===== config.mk =====
export PLATFORM = sky130hd
export DESIGN_NAME = apb_slave_regfile_flat
export DESIGN_NICKNAME = d
export VERILOG_FILES = /design/src/rtl/apb_slave_regfile_if.sv /design/src/rtl/apb_slave_regfile.sv /design/src/flat_wrapper.sv
export SDC_FILE = /design/constraint.sdc
export NUM_CORES = 1
export LEC_CHECK = 0
export BUFFER_PORTS_ARGS = -buffer_cell sky130_fd_sc_hd__clkbuf_2
export CORE_MARGIN = 4
export CORE_UTILIZATION = 53
export CTS_CLUSTER_SIZE = 14
export DETAILED_ROUTE_END_ITERATION = 10
export PLACE_DENSITY = 0.76
export SLEW_MARGIN = 20
export SYNTH_ARGS = -nofsm -noshare
export SYNTH_HDL_FRONTEND = slang
export SYNTH_SLANG_ARGS = --single-unit

===== constraint.sdc =====
create_clock -name clk -period 2.02 [get_ports clk]
set_input_delay 0.101 -clock clk [delete_from_list [all_inputs] [get_ports clk]]
set_output_delay 0.101 -clock clk [all_outputs]
set_load 0.05 [all_outputs]

===== src/rtl/apb_slave_regfile_if.sv =====
// APB bridge-to-completer signal bundle for apb_slave_regfile.
// Pstrb exists only when APB_SLV_PSTRB_EN is defined.
interface apb_slave_regfile_if;
    logic [2:0]  Pselx;
    logic        Penable;
    logic        Pwrite;
    logic [31:0] Paddr;
    logic [31:0] Pwdata;
`ifdef APB_SLV_PSTRB_EN
    logic [3:0]  Pstrb;
`endif
    logic [31:0] Prdata;
    logic        Pready;
    logic        Pslverr;

    modport master (
        output Pselx, Penable, Pwrite, Paddr, Pwdata,
`ifdef APB_SLV_PSTRB_EN
        output Pstrb,
`endif
        input  Prdata, Pready, Pslverr
    );

    modport slave (
        input  Pselx, Penable, Pwrite, Paddr, Pwdata,
`ifdef APB_SLV_PSTRB_EN
        input  Pstrb,
`endif
        output Prdata, Pready, Pslverr
    );
endinterface


===== src/rtl/apb_slave_regfile.sv =====
// APB completer with a bank of 32-bit registers, programmable wait states, reg 0 exported
// as ctrl_out and the top index returning status_in. Byte strobes enabled by APB_SLV_PSTRB_EN.
module apb_slave_regfile #(
    parameter int unsigned NREG        = 8,
    parameter int unsigned WAIT_CYCLES = 1,
    parameter int unsigned SEL_IDX     = 0
) (
    input  logic                clk,
    input  logic                rst,
    apb_slave_regfile_if.slave  bus,
    output logic [31:0]         ctrl_out,
    input  logic [31:0]         status_in
);

    typedef enum logic [0:0] {StIdle, StAccess} state_e;

    state_e      state_q, state_d;
    logic [3:0]  cnt_q, cnt_d;
    logic [31:0] addr_q, addr_d;
    logic [31:0] wdata_q, wdata_d;
    logic        write_q, write_d;
    logic        pready_q, pready_d;
    logic [31:0] prdata_q, prdata_d;
    logic        pslverr_q, pslverr_d;
    // Index NREG-1 is the status input, so only NREG-1 registers are stored.
    logic [31:0] regs_q [NREG-1];
    logic [31:0] regs_d [NREG-1];
    logic [31:0] wmask;

`ifdef APB_SLV_PSTRB_EN
    logic [3:0]  strb_q, strb_d;
    assign wmask = {{8{strb_q[3]}}, {8{strb_q[2]}}, {8{strb_q[1]}}, {8{strb_q[0]}}};
`else
    assign wmask = '1;
`endif

    logic sel;
    logic setup_go, abort, step, complete;
    assign sel      = bus.Pselx[SEL_IDX];
    assign setup_go = (state_q == StIdle) && sel && !bus.Penable;
    assign abort    = (state_q == StAccess) && !sel;
    assign step     = (state_q == StAccess) && sel && bus.Penable && !pready_q;
    assign complete = (state_q == StAccess) && sel && bus.Penable && pready_q;

    // The response is decoded from the live bus in IDLE (zero-wait case) and from the
    // captured setup values during the access phase.
    logic [31:0] rsp_addr;
    logic        rsp_write;
    logic [3:0]  rsp_idx;
    logic        rsp_err;
    logic [31:0] rsp_rdata;

    assign rsp_addr  = (state_q == StIdle) ? bus.Paddr : addr_q;
    assign rsp_write = (state_q == StIdle) ? bus.Pwrite : write_q;
    assign rsp_idx   = rsp_addr[5:2];
    assign rsp_err   = (rsp_addr[1:0] != 2'b00) || (rsp_addr[31:6] != '0) ||
                       (32'(rsp_idx) >= NREG) || (rsp_write && (32'(rsp_idx) == NREG - 1));

    always_comb begin
        rsp_rdata = '0;
        if (!rsp_write && !rsp_err) begin
            if (32'(rsp_idx) == NREG - 1) begin
                rsp_rdata = status_in;
            end else begin
                for (int i = 0; i < int'(NREG) - 1; i++) begin
                    if (rsp_idx == 4'(i)) rsp_rdata = regs_q[i];
                end
            end
        end
    end

    // State register, datapath and response flops.
    always_ff @(posedge clk or negedge rst) begin
        if (!rst) begin
            state_q   <= StIdle;
            cnt_q     <= '0;
            addr_q    <= '0;
            wdata_q   <= '0;
            write_q   <= 1'b0;
            pready_q  <= 1'b0;
            prdata_q  <= '0;
            pslverr_q <= 1'b0;
`ifdef APB_SLV_PSTRB_EN
            strb_q    <= '0;
`endif
            for (int i = 0; i < int'(NREG) - 1; i++) regs_q[i] <= '0;
        end else begin
            state_q   <= state_d;
            cnt_q     <= cnt_d;
            addr_q    <= addr_d;
            wdata_q   <= wdata_d;
            write_q   <= write_d;
            pready_q  <= pready_d;
            prdata_q  <= prdata_d;
            pslverr_q <= pslverr_d;
`ifdef APB_SLV_PSTRB_EN
            strb_q    <= strb_d;
`endif
            regs_q    <= regs_d;
        end
    end

    // Next-state logic.
    always_comb begin
        state_d = state_q;
        unique case (state_q)
            StIdle:   if (setup_go) state_d = StAccess;
            StAccess: if (abort || complete) state_d = StIdle;
            default:  state_d = StIdle;
        endcase
    end

    // Datapath / output next values.
    always_comb begin
        cnt_d     = cnt_q;
        addr_d    = addr_q;
        wdata_d   = wdata_q;
        write_d   = write_q;
        pready_d  = pready_q;
        prdata_d  = prdata_q;
        pslverr_d = pslverr_q;
        regs_d    = regs_q;
`ifdef APB_SLV_PSTRB_EN
        strb_d    = strb_q;
`endif
        if (setup_go) begin
            addr_d   = bus.Paddr;
            wdata_d  = bus.Pwdata;
            write_d  = bus.Pwrite;
`ifdef APB_SLV_PSTRB_EN
            strb_d   = bus.Pstrb;
`endif
            cnt_d    = 4'(WAIT_CYCLES);
            pready_d = (WAIT_CYCLES == 0);
            if (WAIT_CYCLES == 0) begin
                prdata_d  = rsp_rdata;
                pslverr_d = rsp_err;
            end
        end else if (step) begin
            cnt_d = cnt_q - 4'd1;
            if (cnt_q == 4'd1) begin
                pready_d  = 1'b1;
                prdata_d  = rsp_rdata;
                pslverr_d = rsp_err;
            end
        end else if (complete) begin
            if (write_q && !rsp_err) begin
                for (int i = 0; i < int'(NREG) - 1; i++) begin
                    if (rsp_idx == 4'(i)) regs_d[i] = (regs_q[i] & ~wmask) | (wdata_q & wmask);
                end
            end
            pready_d  = 1'b0;
            prdata_d  = '0;
            pslverr_d = 1'b0;
        end else if (abort) begin
            pready_d  = 1'b0;
            prdata_d  = '0;
            pslverr_d = 1'b0;
        end
    end

    assign bus.Prdata  = prdata_q;
    assign bus.Pready  = pready_q;
    assign bus.Pslverr = pslverr_q;
    assign ctrl_out    = regs_q[0];

endmodule


===== src/flat_wrapper.sv =====
// flat-port wrapper written by rule: the top's interface ports become plain ports
module apb_slave_regfile_flat 
#(
    parameter int unsigned NREG        = 8,
    parameter int unsigned WAIT_CYCLES = 1,
    parameter int unsigned SEL_IDX     = 0
)
  (clk, rst, ctrl_out, status_in, bus_Pselx, bus_Penable, bus_Pwrite, bus_Paddr, bus_Pwdata, bus_Prdata, bus_Pready, bus_Pslverr);
  apb_slave_regfile_if bus_i ();
  input  logic clk;
  input  logic rst;
  output logic [31:0] ctrl_out;
  input  logic [31:0] status_in;
  input wire logic [$bits(bus_i.Pselx)-1:0] bus_Pselx;
  input wire logic [$bits(bus_i.Penable)-1:0] bus_Penable;
  input wire logic [$bits(bus_i.Pwrite)-1:0] bus_Pwrite;
  input wire logic [$bits(bus_i.Paddr)-1:0] bus_Paddr;
  input wire logic [$bits(bus_i.Pwdata)-1:0] bus_Pwdata;
  output wire logic [$bits(bus_i.Prdata)-1:0] bus_Prdata;
  output wire logic [$bits(bus_i.Pready)-1:0] bus_Pready;
  output wire logic [$bits(bus_i.Pslverr)-1:0] bus_Pslverr;
  assign bus_i.Pselx = bus_Pselx;
  assign bus_i.Penable = bus_Penable;
  assign bus_i.Pwrite = bus_Pwrite;
  assign bus_i.Paddr = bus_Paddr;
  assign bus_i.Pwdata = bus_Pwdata;
  assign bus_Prdata = bus_i.Prdata;
  assign bus_Pready = bus_i.Pready;
  assign bus_Pslverr = bus_i.Pslverr;
  apb_slave_regfile #(.NREG(NREG), .WAIT_CYCLES(WAIT_CYCLES), .SEL_IDX(SEL_IDX)) u_core (.clk(clk), .rst(rst), .bus(bus_i), .ctrl_out(ctrl_out), .status_in(status_in));
endmodule

# ---- Word level (Yosys, flattened, before mapping)
# Cells that the tools add are included.
dict set report word_totals {
  regBits 328
  in_bits 103
  wordCells 91
}
dict set report classes {
  add_sub_neg 1
  magnitude_cmp 1
  n_eq_ne 10
  muxes 27
  bitwise_logic 3
  reduce_logical 34
}
# op count
set op_table {}
lappend op_table {{$mux 32} 14}
lappend op_table {{$reduce_and 5->1} 7}
lappend op_table {{$reduce_bool 26->1} 1}
lappend op_table {{$eq 4x3->1 const B} 4}
lappend op_table {{$logic_and 1x1->1} 10}
lappend op_table {{$mux 1} 10}
lappend op_table {{$eq 4x1->1 const B} 2}
lappend op_table {{$eq 4x2->1 const B} 2}
lappend op_table {{$mux 4} 2}
lappend op_table {{$logic_not 1->1} 5}
lappend op_table {{$ge 4x4->1 const B} 1}
lappend op_table {{$logic_not 4->1} 1}
lappend op_table {{$logic_or 1x1->1} 4}
lappend op_table {{$reduce_bool 2->1} 2}
lappend op_table {{$reduce_bool 4->1} 1}
lappend op_table {{$sub 4x1->4 const B} 1}
lappend op_table {{$ne 3x2->1 const B} 1}
lappend op_table {{$not 1->1} 3}
lappend op_table {{$reduce_and 3->1} 1}
lappend op_table {{$reduce_bool 3->1} 1}
lappend op_table {{$ne 2x2->1 const B} 1}
lappend op_table {{$pmux 1 s2} 1}
lappend op_table {{$reduce_and 2->1} 1}

# ---- Logic depth before layout (Yosys ltp)
dict set report depth {
  ltp_word 13
  ltp_mapped 9
}

# ---- Least setup slack after synthesis
# Ideal clock, no wire load.
dict set report synth_timing {
  kind {reg-to-reg}
  start {register u_core.state_q}
  end {register u_core.regs_q[27] in the netlist's numbering}
  setup_ps 128
  arrival_ps 2043
  required_ps 1892
  path_slack_ps -151
  path_stages_with_launch 9
  n_path_buf 4
  synth_period_minus_slack_ps 2171
  cell_sequence {dfrtp_1 -> buf_6 -> buf_6 -> or3b_2 -> clkbuf_1 -> nand2_1 -> nand4_2 -> buf_2 -> mux2_1}
}
dict set report synth_via {
  elab_chain_len 8
  word_cells_on_any_way 23
}
# element line
set synth_rtl {}
lappend synth_rtl {{start: declaration} apb_slave_regfile.sv:17} ;# state_e state_q, state_d;
lappend synth_rtl {{start signal: assignment} apb_slave_regfile.sv:75} ;# state_q <= StIdle;
lappend synth_rtl {{start signal: assignment} apb_slave_regfile.sv:88} ;# state_q <= state_d;
lappend synth_rtl {{parallel branches: the longest is 7 deep, another holds $ge 4x4->1} -}
lappend synth_rtl {{$reduce_and 5->1 (no source line) *} -}
lappend synth_rtl {{end signal: assignment} apb_slave_regfile.sv:99} ;# regs_q <= regs_d;
lappend synth_rtl {{end: declaration} apb_slave_regfile.sv:26} ;# logic [31:0] regs_q [NREG-1];
# Mark *: on every way between the ends.
# A chain may end at the register's enable or synchronous reset.

# ---- Worst setup path in the final report
dict set report layout_timing {
  start {register u_core.state_q}
  end {register u_core.prdata_q[11], in the netlist u_core.bus.Prdata[11]}
}
dict set report layout_via {
  elab_chain_len 13
  word_cells_on_any_way 44
}
# element line
set layout_rtl {}
lappend layout_rtl {{$mux 32} apb_slave_regfile.sv:53} ;# assign rsp_addr = (state_q == StIdle) ? bus.Paddr : addr_q;
lappend layout_rtl {{$logic_not 4->1} apb_slave_regfile.sv:66} ;# if (rsp_idx == 4'(i)) rsp_rdata = regs_q[i];
lappend layout_rtl {{$mux 32 (7 in a row)} apb_slave_regfile.sv:66}
lappend layout_rtl {{$mux 32} apb_slave_regfile.sv:62} ;# if (32'(rsp_idx) == NREG - 1) begin
lappend layout_rtl {{$mux 32} apb_slave_regfile.sv:61} ;# if (!rsp_write && !rsp_err) begin
lappend layout_rtl {{$mux 32} apb_slave_regfile.sv:141} ;# if (cnt_q == 4'd1) begin
lappend layout_rtl {{$mux 32} apb_slave_regfile.sv:139} ;# end else if (step) begin
lappend layout_rtl {{end signal: assignment} apb_slave_regfile.sv:94} ;# prdata_q <= prdata_d;
lappend layout_rtl {{end: declaration} apb_slave_regfile.sv:23} ;# logic [31:0] prdata_q, prdata_d;
# Parallel ways exist; a longest one is shown, timed or not. The select of a mux whose other input is x is not followed.

==> flow_metrics.tcl <==
set metrics [dict create \
    status "finished, violations left" \
    violations "setup timing" \
    grt_use_total_pct 26.4 \
    setup_viol 257 \
    finalClockSkew_ns 0.0161 \
    path_class "reg2reg" \
    holdCritStartpoint "status_in[15]" \
    ys_warn_count 0 \
    fin_tns_setup_ns -54.55 \
    place_ws_ns -0.317 \
    num_vias 11300 \
    grt_max_degree 74 \
    dieArea_um2 31200 \
    drt_iter0_markers 1106 \
    rsz0062_at_grt "true" \
    synth_nets 1234 \
    cts_tree "done" \
    antenna_violating_nets_post_route 0 \
    grt_pass1_vias 11700 \
    synth-edff-count 0 \
    netlist-cell-type-count 54 \
    hp-class "in2reg" \
    reg2reg_from "u_core.state_q$_DFF_PN0_" \
    seq_area_frac_synth_pct 54.4 \
    clock_sinks 328 \
    vdd_drop_max_v 0.000534 \
    drv_slew 0 \
    first_pass_iters 7 \
    ys_ff_latch 328 \
    start_util_pct 54.0 \
    num_rows 61 \
    route.detailed.drc 0 \
    post-route-min-period_ns 2.43 \
    placed_cells 1663 \
    rr_worst_depth 9 \
    maxCapViolCount 0 \
    synth.top_cell.area_share_pct 54.4 \
    holdPathStages 4 \
    fp.dieW_um 177 \
    fmax_ghz 0.411 \
    place_congestion 0.856 \
    p_leak_nw 9.91 \
    worstPathArrival_ns 2.82 \
    ys_async_sr_fraction_pct 100 \
    numPortBuffers 166 \
    synthCells 1129 \
    wl_um 43600 \
    powerDensity_nw_per_um2 805 \
    syn_area_per_cell_um2 13.4 \
    cts_buffers 36 \
    finalHoldViolCount 0 \
    synthFlopType "dfrtp_1" \
    fin_nets 1526 \
    antenna_found_initial 1 \
    yosys.area.top_type "dfrtp_1" \
    synth.area.top_cells "dfrtp_1 54%, mux2_2 20%, mux2i_1 3.7%" \
    synth.cell_area_um2 15100 \
    power_mw 16.0 \
    coreArea_um2 27900 \
    required_ns 2.41 \
    cts_max_path_buffers 3 \
    fin_util_pct 71.3 \
    dpl.hpwl_um 26000 \
    worst_pin_slew_ns 0.626 \
    worst_setup_path_start_kind "register" \
    io_pins 169 \
    ctsRootBufferMaster "clkbuf_16" \
    die_height_um 177 \
    stdcell_count 1822 \
    area_growth_syn_to_layout_pct 32.0 \
    fin_crit_sh_pct 120 \
    relSlewSlack_pct 57.9 \
    vias_per_cell 6.22 \
    clk_latency_ns 0.52 \
    htree_num_levels 2 \
    cp-startpoint "u_core.state_q$_DFF_PN0_" \
    grt_first_pass_wirelength_um 65000 \
    path_clk_slew_ns 0.06 \
    wl_per_cell_um 23.9 \
    synth_common_cells "328 x dfrtp_1, 271 x mux2_2, 60 x o22ai_1" \
    synth_most_common_cell "dfrtp_1" \
    worstPathMaxFanout 10 \
    endpoint_kind "register" \
    grt_overflow 0 \
    fin_ws_ns -0.413 \
    drive_above_1_share_pct 50.8 \
]
[sequential cells by signal, indices dropped and copies added (netlist names)]
name                count
u_core.addr_q          32
u_core.bus.Prdata      32
u_core.bus.Pready       1
u_core.bus.Pslverr      1
u_core.cnt_q            4
u_core.ctrl_out        32
u_core.regs_q         192
u_core.state_q          1
u_core.wdata_q         32
u_core.write_q          1
[cell usage in the layout (no fill, tap or decap), drive strengths merged, types with 7 or more instances in the layout]
cell	n
dfrtp	328
o221a	27
o21ai	42
dlygate4sd3	67
nor3	7
inv	7
nor2	11
nand2	41
buf	120
o22ai	61
clkbuf	218
a21oi	9
a221o	27
a21o	27
mux2	294
nor4	14
nand3	8
mux2i	57
nand2b	9
[kinds of logic (layout without fill, tap and decap cells)]
group,count (synthesis),after routing,synth area share [%]
AO/OA/AOI/OAI,212,213,10.6
XOR/XNOR,1,1,0.0580
adder cells (fa/ha/maj),2,2,0.166
buffers and inverters,110,423,4.05
flip-flops,328,328,54.4
multiplexers,355,355,26.3
other,0,1,0
AND/OR/NAND/NOR,121,121,4.45
[worst max-delay path: stages, from the launching register on]
cell	delay [ns]
dfrtp_1	0.39
buf_6	0.15
buf_6	0.14
buf_4	0.13
mux2_2	0.37
buf_12	0.16
o22ai_1	0.22
o221ai_1	0.22
a21oi_1	0.42
o31ai_4	0.11
[path summary, 6_finish.rpt]
check                                                     to  slack [ns]
min in group asynchronous    u_core.ctrl_out[29]$_DFFE_PN0P_        0.11
hold reg to reg            u_core.bus.Prdata[16]$_DFFE_PN0P_        0.48
setup / recovery           u_core.bus.Prdata[11]$_DFFE_PN0P_       -0.41
setup reg to reg           u_core.bus.Prdata[11]$_DFFE_PN0P_       -0.41
hold / removal             u_core.bus.Prdata[15]$_DFFE_PN0P_        0.08
max in group asynchronous     u_core.regs_q[134]$_DFFE_PN0P_        1.06
[routing by layer]
layer  wire [um]  track usage (%)  vias to the layer above  share of wire (%)
met3        3000             4.21                      139                6.9
met5           0                0                        -                  0
met1       17700             35.1                     5799                 41
met4        1460             9.16                        0                3.3
li1            -                -                     4813                  -
met2       21400             44.2                      581                 49
[what timing repair did]
| item | in CTS | in global routing |
|---|---|---|
| cloned | 4 | 7 |
| pin swaps | 8 | 18 |
| buffers inserted | 16 | 6 |
| endpoints found under the hold margin | 276 | 0 |
| hold buffers | 67 | 0 |
| gates resized for setup | 78 | 66 |
| setup endpoints to repair | 256 | 257 |
[through the flow]
step	hold slack, ns	cell area (um2)
after floorplan	-0.195	15500
after global placement	0.0639	17100
after detailed placement	0.0648	17100
after CTS	0.00643	19500
after global routing	0.0730	19900
final	0.0764	19900
[final cells by class]
type,instances,area [um2]
diodes,1,2.50
flip-flops and latches,328,8210
well taps,378,473
inverters,5,18.8
repair buffers,358,3070
clock inverters,13,178
clock buffers,47,1020
fillers,1860,8010
multi-input cells,692,6950
[power by group]
group	leakage (nW)	internal (mW)	switching, mW
Sequential	4.43	6.84	0.398
Clock	0.589	4.07	2.61
Combinational	4.89	1.06	1.06
Total	9.91	12.0	4.07
Power figures use the tool's default switching activity.
